**config.mk**
```make
export PLATFORM = sky130hd
export DESIGN_NAME = output_vc_buffer_flat
export DESIGN_NICKNAME = d
export VERILOG_FILES = /design/src/rtl/output_vc_buffer_if.sv /design/src/rtl/output_vc_buffer.sv /design/src/flat_wrapper.sv
export SDC_FILE = /design/constraint.sdc
export NUM_CORES = 1
export LEC_CHECK = 0
export CAP_MARGIN = 20
export CORE_ASPECT_RATIO = 0.7
export CORE_MARGIN = 3
export CORE_UTILIZATION = 45
export DETAILED_ROUTE_END_ITERATION = 6
export HOLD_SLACK_MARGIN = 0.06
export PLACE_DENSITY_LB_ADDON = 0.12
export SLEW_MARGIN = 10
export SYNTH_ARGS = -nofsm -noshare
export SYNTH_HDL_FRONTEND = slang
export SYNTH_SLANG_ARGS = --single-unit
```
**constraint.sdc**
```tcl
create_clock -name clk -period 4.85 [get_ports clk]
set_input_delay 0.485 -clock clk [delete_from_list [all_inputs] [get_ports clk]]
set_output_delay 0.485 -clock clk [all_outputs]
set_load 0.005 [all_outputs]
```
**src/rtl/output_vc_buffer_if.sv**
```systemverilog
// Arbitrator-to-output-buffer write ports and the link send/ready handshake of one ring-router output.
// The master drives the writes, polarity and ready. The slave is the output buffer itself.
interface output_vc_buffer_if #(
  parameter int DATA_W = 64
);
  logic              polarity;
  logic              even_wr_en;
  logic [DATA_W-1:0] even_wr_data;
  logic              odd_wr_en;
  logic [DATA_W-1:0] odd_wr_data;
  logic              even_empty;
  logic              odd_empty;
  logic              out_send;
  logic [DATA_W-1:0] out_data;
  logic              out_ready;
  logic              vc_err;

  modport master (
    output polarity, even_wr_en, even_wr_data, odd_wr_en, odd_wr_data, out_ready,
    input  even_empty, odd_empty, out_send, out_data, vc_err
  );

  modport slave (
    input  polarity, even_wr_en, even_wr_data, odd_wr_en, odd_wr_data, out_ready,
    output even_empty, odd_empty, out_send, out_data, vc_err
  );
endinterface

```
**src/rtl/output_vc_buffer.sv**
```systemverilog
// Ring-router output buffer: one flit slot per VC, filled in its arbitration phase and drained in its link phase.
// Optional OUTBUF_STATS_EN adds the tx_count (wrapping) and stall_count (saturating) counters.
module output_vc_buffer #(
  parameter int DATA_W = 64,
  parameter int VC_BIT = 63
) (
  input  logic         clk,
  input  logic         reset,
  output_vc_buffer_if.slave bus
`ifdef OUTBUF_STATS_EN
  ,
  output logic [15:0]  tx_count,
  output logic [15:0]  stall_count
`endif
);
  logic              full_even, full_odd;
  logic [DATA_W-1:0] data_even, data_odd;
  logic              vc_err_q;
  logic              wr_even, wr_odd;
  logic              full_l;
  logic [DATA_W-1:0] data_l;
  logic              send;

  // polarity=0: even VC is being written, odd VC is on the link. polarity=1: the reverse.
  assign wr_even = ~bus.polarity & bus.even_wr_en & ~full_even;
  assign wr_odd  =  bus.polarity & bus.odd_wr_en  & ~full_odd;
  assign full_l  = bus.polarity ? full_even : full_odd;
  assign data_l  = bus.polarity ? data_even : data_odd;
  assign send    = full_l & bus.out_ready;

  always_ff @(posedge clk or posedge reset) begin
    if (reset) begin
      full_even <= 1'b0;
      full_odd  <= 1'b0;
      data_even <= '0;
      data_odd  <= '0;
      vc_err_q  <= 1'b0;
    end else begin
      if (wr_even) begin
        full_even <= 1'b1;
        data_even <= bus.even_wr_data;
      end else if (send && bus.polarity) begin
        full_even <= 1'b0;
      end
      if (wr_odd) begin
        full_odd <= 1'b1;
        data_odd <= bus.odd_wr_data;
      end else if (send && !bus.polarity) begin
        full_odd <= 1'b0;
      end
      if ((wr_even && bus.even_wr_data[VC_BIT]) || (wr_odd && !bus.odd_wr_data[VC_BIT]))
        vc_err_q <= 1'b1;
    end
  end

  assign bus.even_empty = ~full_even;
  assign bus.odd_empty  = ~full_odd;
  assign bus.out_send   = send;
  assign bus.out_data   = send ? data_l : '0;
  assign bus.vc_err     = vc_err_q;

`ifdef OUTBUF_STATS_EN
  always_ff @(posedge clk or posedge reset) begin
    if (reset) begin
      tx_count    <= '0;
      stall_count <= '0;
    end else begin
      if (send)
        tx_count <= tx_count + 16'd1;
      if (full_l && !bus.out_ready && stall_count != 16'hFFFF)
        stall_count <= stall_count + 16'd1;
    end
  end
`endif
endmodule

```
**src/flat_wrapper.sv**
```systemverilog
// flat-port wrapper written by rule: the top's interface ports become plain ports
module output_vc_buffer_flat 
#(
  parameter int DATA_W = 64,
  parameter int VC_BIT = 63
)
  (clk, reset, bus_polarity, bus_even_wr_en, bus_even_wr_data, bus_odd_wr_en, bus_odd_wr_data, bus_out_ready, bus_even_empty, bus_odd_empty, bus_out_send, bus_out_data, bus_vc_err);
  output_vc_buffer_if #(.DATA_W(DATA_W)) bus_i ();
  input  logic clk;
  input  logic reset;
  input wire logic [$bits(bus_i.polarity)-1:0] bus_polarity;
  input wire logic [$bits(bus_i.even_wr_en)-1:0] bus_even_wr_en;
  input wire logic [$bits(bus_i.even_wr_data)-1:0] bus_even_wr_data;
  input wire logic [$bits(bus_i.odd_wr_en)-1:0] bus_odd_wr_en;
  input wire logic [$bits(bus_i.odd_wr_data)-1:0] bus_odd_wr_data;
  input wire logic [$bits(bus_i.out_ready)-1:0] bus_out_ready;
  output wire logic [$bits(bus_i.even_empty)-1:0] bus_even_empty;
  output wire logic [$bits(bus_i.odd_empty)-1:0] bus_odd_empty;
  output wire logic [$bits(bus_i.out_send)-1:0] bus_out_send;
  output wire logic [$bits(bus_i.out_data)-1:0] bus_out_data;
  output wire logic [$bits(bus_i.vc_err)-1:0] bus_vc_err;
  assign bus_i.polarity = bus_polarity;
  assign bus_i.even_wr_en = bus_even_wr_en;
  assign bus_i.even_wr_data = bus_even_wr_data;
  assign bus_i.odd_wr_en = bus_odd_wr_en;
  assign bus_i.odd_wr_data = bus_odd_wr_data;
  assign bus_i.out_ready = bus_out_ready;
  assign bus_even_empty = bus_i.even_empty;
  assign bus_odd_empty = bus_i.odd_empty;
  assign bus_out_send = bus_i.out_send;
  assign bus_out_data = bus_i.out_data;
  assign bus_vc_err = bus_i.vc_err;
  output_vc_buffer #(.DATA_W(DATA_W), .VC_BIT(VC_BIT)) u_core (.clk(clk), .reset(reset), .bus(bus_i));
endmodule
```
Word level (Yosys, flattened, before mapping):

Index checks and enable logic that the tools add are counted.

* register bits after elaboration: 131
* output and inout bits: 68
* logic and storage cells: 29
* bits of input ports: 134

* mux-type cells: 7
* reduce and logical (&&, ||, !) cells: 9
* bitwise logic cells: 8

Operator list (count)
* $mux W64: 2
* $and A1 B1 Y1: 5
* $mux W1: 5
* $logic_and A1 B1 Y1: 4
* $reduce_bool A2 Y1: 2
* $not A1 Y1: 3
* $logic_not A1 Y1: 2
* $logic_or A1 B1 Y1: 1

Depth between registers and ports, before layout:

Gate-level depths: netlist of run 1.

* depth in word-level cells: 5
* mapped depth: 4

Least setup slack after synthesis of run 1:

OpenSTA, ideal clock, no wires.

* path type: input -> output
* from: in bus_out_ready
* to: out bus_out_data[14]
* setup slack: 3.160 ns
* data required time: 4.365 ns
* stages on the path: 4
* data arrival time: 1.205 ns
* buffers on the path: 2
* cell sequence: and3b_1 -> buf_2 -> buf_2 -> a22o_1

* cells in the longest elaborated chain, start to end: 2

RTL lines
* start, declared: RTL line flat_wrapper.sv:16 `input wire logic [$bits(bus_i.out_ready)-1:0] bus_out_ready;`
* $and A1 B1 Y1: RTL line output_vc_buffer.sv:29 `assign send = full_l & bus.out_ready;`
* $mux W64: RTL line output_vc_buffer.sv:59 `assign bus.out_data = send ? data_l : '0;`
* end, declared: RTL line flat_wrapper.sv:20 `output wire logic [$bits(bus_i.out_data)-1:0] bus_out_data;`

No other way between the ends.

Final worst setup path of run 1:

* from: in bus_polarity
* to: out bus_out_data[20]

* cells in the longest elaborated chain, start to end: 3
* elaborated cells between the ends (all ways): 4

RTL lines
* start, declared: RTL line flat_wrapper.sv:11 `input wire logic [$bits(bus_i.polarity)-1:0] bus_polarity;`
* $mux W1: RTL line output_vc_buffer.sv:27 `assign full_l = bus.polarity ? full_even : full_odd;`
* $and A1 B1 Y1: RTL line output_vc_buffer.sv:29
* $mux W64 (*): RTL line output_vc_buffer.sv:59

Every way passes the cells marked *; elsewhere a longest branch is shown, timed or not.

==> results by group, run 1 <==
Final layout
  – Most frequent cells in the layout: 201 x clkdlybuf4s50_1, 131 x dfrtp_1, 87 x mux2_1, 64 x a22o_1, 41 x mux2_2
  – Commonest non-fill, non-tap cell in the layout: clkdlybuf4s50_1
  – Fillers: 814
  – Proportion of layout cells with a drive suffix above 1: 14.21%
  – Nets@finish: 699
  – Area delta synth->final: 48.16%
  – # diodes: 0

Logic synthesis
  – Synth Area in Simple Gates: 0.9218%
  – Mapped Cells: 364
  – Post-Synthesis Cell Area: 5565 µm²
  – Post-Synth Adder-Cell Area: 0%
  – Largest family of logic cells by synthesized area: multiplexers
  – Seq/Total Area, Yosys: 58.90%
  – Synth Area in XOR/XNOR: 0%
  – Register bit total from synthesis: 131
  – Synth Area in Compound Gates: 10.45%
  – Library cells used by synthesis: 19
  – Mux contribution to synthesized area: 26.08%
  – Syn Area/Cell: 15.29 µm²
  – Synth warnings: 0
  – Syn Nets: 498

Detailed routing
  – WL per Instance: 18.93 µm
  – TritonRoute pass-1 iters: 4
  – Initial DRC count: 145
  – Post-detailed-route count of antenna-violating nets: 0
  – Via count: 3869
  – Final wirelength: 13890 µm
  – Via density per instance: 5.271
  – DRC viols: 0

Hold path
  – Hold Path Depth: 1
  – Min-Delay Path Class: reg2reg

Die
  – Core area: 11890 µm²
  – Cell Rows: 33
  – Die height: 99.05 µm
  – Initial Util: 46.80%
  – IO Count: 202
  – Chip width: 138.9 µm
  – Die Outline Area: 13760 µm²

STA
  – Final worst slack: 1697 ps
  – Fin. Hold Viols: 0
  – Max Clock Freq: 0.3172 GHz
  – Unrepaired setup endpoints after global routing: no
  – Max transition margin: 35.52%
  – Worst Tran Pin Value: 967.2 ps
  – Setup TNS: 0 ps
  – Slew Limit Fails: 0
  – Clock Skews: 5.207 ps
  – Tmin final: 3153 ps
  – Final setup violation count: 0
  – Final period util: 65.00%

Clock tree
  – Hold Buf Count CTS: 0
  – Number of CTS-inserted buffers: 17
  – CTS tree: yes
  – Clk pin slew, worst setup/hold paths: 50 ps
  – Worst-Skew Late Latency: 400 ps
  – H-tree depth: 4
  – Post-CTS setup buffer count: 0
  – CTS Sinks: 131
  – CTS Buffer Depth: 2
  – # resized after CTS: 0
  – Root buffer cell: clkbuf_16

Global routing
  – Antenna violations before repair: 0
  – Largest net degree at the start of global routing: 79
  – Vias in the first global route: 4187
  – GRT Total Usage: 20.95%
  – GRT overflow: 0
  – First-pass GRT wire length: 22430 µm

Placement
  – GP Congestion: 0.7883
  – Number of port buffers: 201
  – Setup WS pre-CTS: 1702 ps
  – DP HPWL: 9578 µm

Setup path
  – R2r setup slk: 2920 ps
  – Critical path class: in2out
  – Max FO, Critical Path: 27
  – Worst reg2reg endpoint: u_core.data_even[29]$_DFFE_PP0P_
  – Worst path required time: 4370 ps
  – Worst R2R Start: u_core.full_even$_DFFE_PP0P_
  – Arrival @ worst endpoint: 2670 ps
  – R2R cell count: 3
  – Critical path startpoint: bus_polarity
  – End point of the critical path: bus_out_data[20]
  – Startpoint Class: input pin
  – Nature of the critical path endpoint: output pin

Flow run
  – Max-Cap Viols: 0

Power and ir drop
  – Leak Pwr: 3.442 nW
  – Maximum VDD drop: 270.7 µV
  – PwrDens: 541.7 nW/µm²

Outcome
  – Status: finished clean
cells by family (layout without fill, tap and decap cells):
| family | count (synthesis) | after routing |
|---|---|---|
| flops | 131 | 131 |
| simple gates | 6 | 6 |
| mux | 129 | 129 |
| compound gates | 67 | 67 |
| buf+inv | 31 | 244 |
flip-flops by register name, summed over array words and instances (netlist names):
signal             cells
u_core.bus.vc_err      1
u_core.data_even      64
u_core.data_odd       64
u_core.full_even       1
u_core.full_odd        1
worst min path at each step:
stage	start	endpoint	slack [ps]
after floorplan	u_core.data_even[0]$_DFFE_PP0P_	u_core.data_even[0]$_DFFE_PP0P_	460
after global placement	u_core.bus.vc_err$_DFFE_PP0P_	u_core.bus.vc_err$_DFFE_PP0P_	450
after detailed placement	u_core.bus.vc_err$_DFFE_PP0P_	u_core.bus.vc_err$_DFFE_PP0P_	460
after CTS	u_core.bus.vc_err$_DFFE_PP0P_	u_core.bus.vc_err$_DFFE_PP0P_	470
after global routing	u_core.data_even[49]$_DFFE_PP0P_	u_core.data_even[49]$_DFFE_PP0P_	500
final	u_core.bus.vc_err$_DFFE_PP0P_	u_core.bus.vc_err$_DFFE_PP0P_	470
cell usage after synthesis:
cell type | count | area [µm²]
nor2b_1 | 1 | 6.260
buf_6 | 7 | 78.83
nor4bb_1 | 1 | 10.01
mux2i_1 | 1 | 10.01
a22o_1 | 64 | 560.5
o21ai_0 | 1 | 5.000
mux2_1 | 87 | 979.7
nand3b_1 | 1 | 7.510
a211o_1 | 1 | 8.760
and3_1 | 1 | 6.260
o21bai_1 | 1 | 7.510
clkbuf_1 | 2 | 7.510
nor3b_2 | 1 | 12.51
and3b_1 | 1 | 8.760
buf_2 | 15 | 75.07
dfrtp_1 | 131 | 3278
buf_4 | 4 | 30.03
inv_1 | 3 | 11.26
mux2_2 | 41 | 461.7
metal layers:
layer	up-vias	global-route usage, %	routed length (µm)
li1	1767	-	-
met1	1961	27.08	6127
met2	127	33.68	6600
met3	14	7.371	1037
met4	0	6.316	126
met5	-	0	0
report_power, final:
part / switching, mW / internal [mW] / total [mW]
logic: 0.431 / 0.820 / 1.25
registers: 0.309 / 1.65 / 1.96
clock network: 0.441 / 0.815 / 1.26
total: 1.18 / 3.28 / 4.47
per-stage QoR:
step	cells	hold WS, ps	util [%]	area, µm²	power, mW
floorplan	364	459.0	-	5565	2.613
global placement	703	452.9	64.43	7661	3.174
global route	734	497.1	69.34	8245	4.725
detailed placement	703	456.7	64.43	7661	3.234
finish	734	465.2	69.34	8245	4.467
CTS	734	469.0	69.34	8245	4.516
critical path, cell delays in order:
cell	delay (ps)
clkdlybuf4s50_1	530
and3b_2	530
buf_4	370
a22o_1	210
clkdlybuf4s50_1	520
cell type report:
class                           count  area (µm²)  share of cell area [%]
Clock inverter                     10       133.9                   1.624
Multi-Input combinational cell    202        2093                   25.39
Timing Repair Buffer              210        2079                   25.22
Inverter                            3       13.76                  0.1669
Tap cell                          157       196.4                   2.382
Clock buffer                       21       450.4                   5.463
Sequential cell                   131        3278                   39.76
(Power assumes the default switching activity.)
==> run 2: changes to the inputs <==
clock period = 3.1 ns   (was 4.85 ns; I/O delays follow)
==> run 2 against run 1 <==
Effect of this change:
- first-iteration DRC count grew 20%
- clock skew is 3.7 ps higher
- sequential share of layout area shrank 0.090 points
- cell count increased by 0.27%
- combinational power rose by 58%
- critical path depth unchanged
- routed wire length up 1.0%
- design area increased by 0.23%
==> results by group, run 2 (synthesized netlist as in run 1, its figures left out) <==
Placement
  – DP HPWL: 9506 µm (-0.76%)
  – DP Area: 7682 µm² (+0.28%)
  – GP Congestion: 0.7494 (-4.9%)
  – Setup WS pre-CTS: 439.4 ps (-1263 ps)
  – Number of port buffers: 201 (unchanged)
  – Placed Cells: 704 (+0.14%)

Hold path
  – Min-Delay Path Class: reg2reg

Die
  – IO Count: 202 (unchanged)
  – Core area: 11890 µm² (unchanged)
  – Cell Rows: 33 (unchanged)
  – Chip width: 138.9 µm (unchanged)
  – Die Outline Area: 13760 µm² (unchanged)
  – Die height: 99.05 µm (unchanged)
  – Initial Util: 46.80% (unchanged)

STA
  – Unrepaired setup endpoints after global routing: no
  – Worst Tran Pin Value: 693.9 ps (-273.4 ps)
  – Slew Limit Fails: 0 (unchanged)
  – Fin. Hold Viols: 0 (unchanged)
  – Final worst slack: 399.5 ps (-1298 ps)
  – Max transition margin: 53.74% (+18 points)
  – Tmin final: 2700 ps
  – Final period util: 87.11%
  – Clock Skews: 8.867 ps (+3.660 ps)
  – Setup TNS: 0 ps (unchanged)
  – Final setup violation count: 0 (unchanged)
  – Max Clock Freq: 0.3703 GHz

Final layout
  – Post-Layout Cell Count: 736 (+0.27%)
  – Largest registers: u_core.data_even x64, u_core.data_odd x64
  – Nets@finish: 700 (+0.14%)
  – Final Instance Area: 8264 µm² (+0.23%)
  – Multi-input logic area: 2093 µm² (unchanged)
  – Most frequent cells in the layout: 201 x clkdlybuf4s50_1, 131 x dfrtp_1, 87 x mux2_1, 64 x a22o_1, 41 x mux2_2
  – Fillers: 817 (+0.37%)
  – Proportion of layout cells with a drive suffix above 1: 14.51% (+0.30 points)
  – Area delta synth->final: 48.49%
  – # diodes: 0 (unchanged)
  – Register Area: 3278 µm² (unchanged)
  – Commonest non-fill, non-tap cell in the layout: clkdlybuf4s50_1

Power and ir drop
  – PwrDens: 841.8 nW/µm² (+55%)
  – Clock power share: 27.8% (-0.3 points)
  – Maximum VDD drop: 554.9 µV (+100%)
  – Seq pwr share: 43.7% (about the same)
  – Switching share of total power: 26.53% (+0.059 points)
  – Leak Pwr: 3.449 nW (+0.18%)
  – Internal power: 5.111 mW (+56%)
  – Logic pwr share: 28.4% (+0.4 points)
  – Sw Pwr: 1.845 mW (+56%)

Clock tree
  – CTS tree: yes
  – H-tree depth: 4 (unchanged)
  – Worst-Skew Late Latency: 400 ps (about the same)
  – CTS Buffer Depth: 2 (unchanged)
  – Clk pin slew, worst setup/hold paths: 50 ps (about the same)
  – Post-CTS setup buffer count: 0 (unchanged)
  – CTS Sinks: 131 (unchanged)
  – Hold Buf Count CTS: 0 (unchanged)
  – Root buffer cell: clkbuf_16
  – # resized after CTS: 0 (unchanged)
  – Number of CTS-inserted buffers: 17 (unchanged)

Outcome
  – Status: finished clean

Global routing
  – Largest net degree at the start of global routing: 132 (+67%)
  – Vias in the first global route: 4195 (+0.19%)
  – GRT Total Usage: 20.57% (-0.39 points)
  – First-pass GRT wire length: 22380 µm (-0.25%)
  – GRT overflow: 0 (unchanged)
  – Antenna violations before repair: 0 (unchanged)

Setup path
  – Worst path required time: 2790 ps (-1580 ps)
  – Nature of the critical path endpoint: output pin
  – Critical path class: in2out
  – Startpoint Class: input pin
  – Arrival @ worst endpoint: 2390 ps (-280 ps)
  – Max FO, Critical Path: 40 (+48%)

Detailed routing
  – Final wirelength: 14030 µm (+1.0%)
  – TritonRoute pass-1 iters: 4 (unchanged)
  – Via density per instance: 5.201 (-1.3%)
  – Post-detailed-route count of antenna-violating nets: 0 (unchanged)
  – Initial DRC count: 174 (+20%)
  – Via count: 3828 (-1.1%)
  – WL per Instance: 19.06 µm (+0.73%)
  – DRC viols: 0 (unchanged)

Flow run
  – Max-Cap Viols: 0 (unchanged)
## run 2: cell count changes in the layout (fill, tap and decap cells not counted), sizes merged
| cell | delta |
|---|---|
| bufinv | -1 |
| buf | +1 |
| inv | -1 |
| clkinvlp | +1 |
| clkbuf | +2 |
## run 2: worst paths after layout
| check | start | end | slack [ps] | cells past startpoint |
|---|---|---|---|---|
| worst max-delay path | bus_polarity | bus_out_data[59] | 400 | 5 |
| worst min-delay path | u_core.bus.vc_err$_DFFE_PP0P_ | u_core.bus.vc_err$_DFFE_PP0P_ | 460 | 1 |
| worst max register to register | u_core.full_even$_DFFE_PP0P_ | u_core.data_even[16]$_DFFE_PP0P_ | 1530 | 3 |
| worst min register to register | u_core.bus.vc_err$_DFFE_PP0P_ | u_core.bus.vc_err$_DFFE_PP0P_ | 460 | 1 |
| max in group asynchronous | reset | u_core.data_odd[63]$_DFFE_PP0P_ | 2100 | 3 |
| min in group asynchronous | reset | u_core.data_odd[45]$_DFFE_PP0P_ | 480 | 3 |
## run 2: power groups by stage
stage,sequential [mW],combinational (mW),clock (mW)
after global placement,3.02,1.93,0
after detailed placement,3.07,2.00,0
final,3.04,1.98,1.94
after CTS,3.04,2.02,1.98
after floorplan,2.90,1.19,0
after global routing,3.14,2.15,2.07
## run 2: layer usage
layer / global-route usage, % / up-vias / wire length, µm
li1: - / 1769 / -
met1: 27.15 / 1911 / 6271
met2: 32.79 / 133 / 6634
met3: 6.547 / 15 / 969
met4: 6.466 / 0 / 155
met5: 0 / - / 0
## run 2: metrics by stage
stage               utilization [%]  total power, mW  hold WS [ps]
detailed placement            64.60            5.070         450.8
global placement              64.60            4.949         449.1
finish                        69.50            6.957         460.2
floorplan                         -            4.089         434.6
CTS                           69.50            7.038         463.0
global route                  69.50            7.364         485.4
## run 2: area by class of cell
type,count,area share (%)
clock buffers,23,5.783
inverters,3,0.1817
clock inverters,9,1.257
multi-input cells,202,25.33
flip-flops and latches,131,39.67
repair buffers,211,25.40
well taps,157,2.377
## run 2: worst max-delay path: stages
cell	delay, ps
clkdlybuf4s50_1	610
and3_2	240
buf_4	430
a22o_1	260
clkdlybuf4s50_1	510
==> run 3: changes to the inputs <==
CORE_ASPECT_RATIO = 1.2   (was 0.7)
==> run 3 against run 2 <==
Effect of this change:
- sequential power barely moved
- routed wire length is 0.78% lower
- clock-buffer cell count down 4
- non-clock buffer count unchanged
- worst hold slack got worse by 54 ps
- die area down 0.11%
- cell count is the same
- first-iteration DRC count is 10% lower
- sequential share of layout area fell by 0.37 points
==> results by group, run 3 (synthesized netlist as in run 1, its figures left out) <==
Setup path
  – Max FO, Critical Path: 25 (-38%)
  – Worst path required time: 2790 ps (about the same)
  – Crit-path cells: clkdlybuf4s50_1 > and3b_2 > buf_4 > a22o_1 > clkdlybuf4s50_1
  – Critical path startpoint: bus_polarity
  – Critical path class: in2out
  – R2r setup slk: 1360 ps (-170 ps)
  – Crit-path most repeated cell: clkdlybuf4s50_1
  – R2R cell count: 3 (unchanged)
  – Startpoint Class: input pin
  – Worst reg2reg endpoint: u_core.data_even[17]$_DFFE_PP0P_
  – Arrival @ worst endpoint: 2180 ps (-210 ps)
  – Worst R2R Start: u_core.full_even$_DFFE_PP0P_
  – Nature of the critical path endpoint: output pin
  – CP max stage delay: 530 ps (-80 ps)
  – Crit-path slowest cell: clkdlybuf4s50_1

Power and ir drop
  – PwrDens: 854.2 nW/µm² (+1.5%)
  – Power Total: 7.126 mW (+2.4%)
  – Maximum VDD drop: 507.0 µV (-8.6%)
  – Leak Pwr: 3.484 nW (+1.0%)

Clock tree
  – # resized after CTS: 0 (unchanged)
  – Post-CTS setup buffer count: 0 (unchanged)
  – Root buffer cell: clkbuf_16
  – Hold Buf Count CTS: 0 (unchanged)
  – Worst-Skew Late Latency: 400 ps (about the same)
  – Clk pin slew, worst setup/hold paths: 60 ps (about the same)
  – CTS Sinks: 131 (unchanged)
  – Number of CTS-inserted buffers: 17 (unchanged)
  – H-tree depth: 4 (unchanged)
  – CTS Buffer Depth: 2 (unchanged)
  – CTS tree: yes

Placement
  – Number of port buffers: 201 (unchanged)
  – DP HPWL: 9626 µm (+1.3%)
  – DP Area: 7707 µm² (+0.33%)
  – GP Congestion: 0.7427 (-0.89%)

Final layout
  – Proportion of layout cells with a drive suffix above 1: 15.03% (+0.52 points)
  – # diodes: 0 (unchanged)
  – Area delta synth->final: 49.91%
  – Final Instance Area: 8343 µm² (+0.95%)
  – Fillers: 859 (+5.1%)
  – Most frequent cells in the layout: 201 x clkdlybuf4s50_1, 131 x dfrtp_1, 87 x mux2_1, 64 x a22o_1, 41 x mux2_2
  – Nets@finish: 700 (unchanged)
  – Largest registers: u_core.data_even x64, u_core.data_odd x64
  – Commonest non-fill, non-tap cell in the layout: clkdlybuf4s50_1

Detailed routing
  – Via count: 3877 (+1.3%)
  – Initial DRC count: 156 (-10%)
  – DRC viols: 0 (unchanged)
  – Post-detailed-route count of antenna-violating nets: 0 (unchanged)
  – Via density per instance: 5.268 (+1.3%)
  – Final wirelength: 13920 µm (-0.78%)
  – TritonRoute pass-1 iters: 4 (unchanged)
  – WL per Instance: 18.91 µm (-0.78%)

Outcome
  – Status: finished clean

Die
  – Die Outline Area: 13740 µm² (-0.11%)
  – IO Count: 202 (unchanged)
  – Cell Rows: 43 (+30%)
  – Core area: 11840 µm² (-0.46%)
  – Chip width: 107.5 µm (-23%)
  – Die height: 127.8 µm (+29%)
  – Initial Util: 47.02% (+0.22 points)

STA
  – Tmin final: 2491 ps (-209.7 ps)
  – Unrepaired setup endpoints after global routing: no
  – Fin. Hold Viols: 0 (unchanged)
  – Clock Skews: 7.739 ps (-1.128 ps)
  – Final setup violation count: 0 (unchanged)
  – Worst Tran Pin Value: 645.5 ps (-48.36 ps)
  – Max Clock Freq: 0.4015 GHz (+8.4%)
  – Slew Limit Fails: 0 (unchanged)
  – Final period util: 80.35% (-6.8 points)
  – Setup TNS: 0 ps (unchanged)
  – Max transition margin: 56.96% (+3.2 points)

Hold path
  – Min-Delay Path Class: in2async

Global routing
  – Largest net degree at the start of global routing: 87 (-34%)
  – GRT overflow: 0 (unchanged)
  – GRT Total Usage: 21.11% (+0.54 points)
  – First-pass GRT wire length: 22250 µm (-0.59%)
  – Vias in the first global route: 4262 (+1.6%)
  – Antenna violations before repair: 0 (unchanged)

Flow run
  – Max-Cap Viols: 0 (unchanged)
[run 3: changes by cell type in the layout (fill, tap and decap cells not counted), sizes merged]
cell	previous run	this run
clkbuf	23	19
clkinv	5	8
bufinv	2	4
clkinvlp	3	2
[run 3: how the worst max path moves through the flow]
stage / to / slack [ps]
finish: bus_out_data[51] / 610
global route: bus_out_data[51] / 510
CTS: bus_out_data[56] / 600
detailed placement: bus_out_data[56] / 610
global placement: bus_out_data[2] / 630
floorplan: u_core.bus.vc_err$_DFFE_PP0P_ / 1170
[run 3: per-stage QoR]
stage          hold slack [ps]  instances  setup slack [ps]  utilization, %
2_1_floorplan            434.6        364              1167               -
3_3_place_gp             450.2        704             633.6           65.12
3_5_place_dp             454.4        704             606.5           65.12
4_1_cts                  415.2        736             597.4           70.49
5_1_grt                  452.7        736             514.3           70.49
6_report                 406.4        736             609.3           70.49
[run 3: worst max-delay path: cells and delay by family]
family / cells / cell delay (ps)
compound gates: 1 / 210
simple gates: 1 / 320
buf+inv: 3 / 1330
[run 3: area by class of cell]
| cell class | count | area [µm²] | share of cell area [%] |
|---|---|---|---|
| repair buffers | 211 | 2125 | 25.46 |
| inverters | 3 | 15.01 | 0.1800 |
| multi-input cells | 202 | 2093 | 25.09 |
| well taps | 157 | 196.4 | 2.355 |
| clock buffers | 19 | 452.9 | 5.429 |
| flip-flops and latches | 131 | 3278 | 39.29 |
| clock inverters | 13 | 182.7 | 2.190 |
[run 3: routing by layer]
| layer | GRT usage (%) | share of wire (%) | vias to the layer above |
|---|---|---|---|
| met3 | 8.463 | 9.3 | 15 |
| met1 | 24.08 | 39 | 1950 |
| met5 | 0 | 0 | - |
| li1 | - | - | 1760 |
| met2 | 36.38 | 51 | 152 |
| met4 | 6.315 | 1.2 | 0 |
[run 3: where the power goes]
part	total, mW	leakage, nW	internal, mW	switching (mW)
registers	3.06	1.55	2.58	0.477
clock network	2.10	0.313	1.39	0.714
logic	1.97	1.62	1.30	0.672
total	7.13	3.48	5.26	1.86
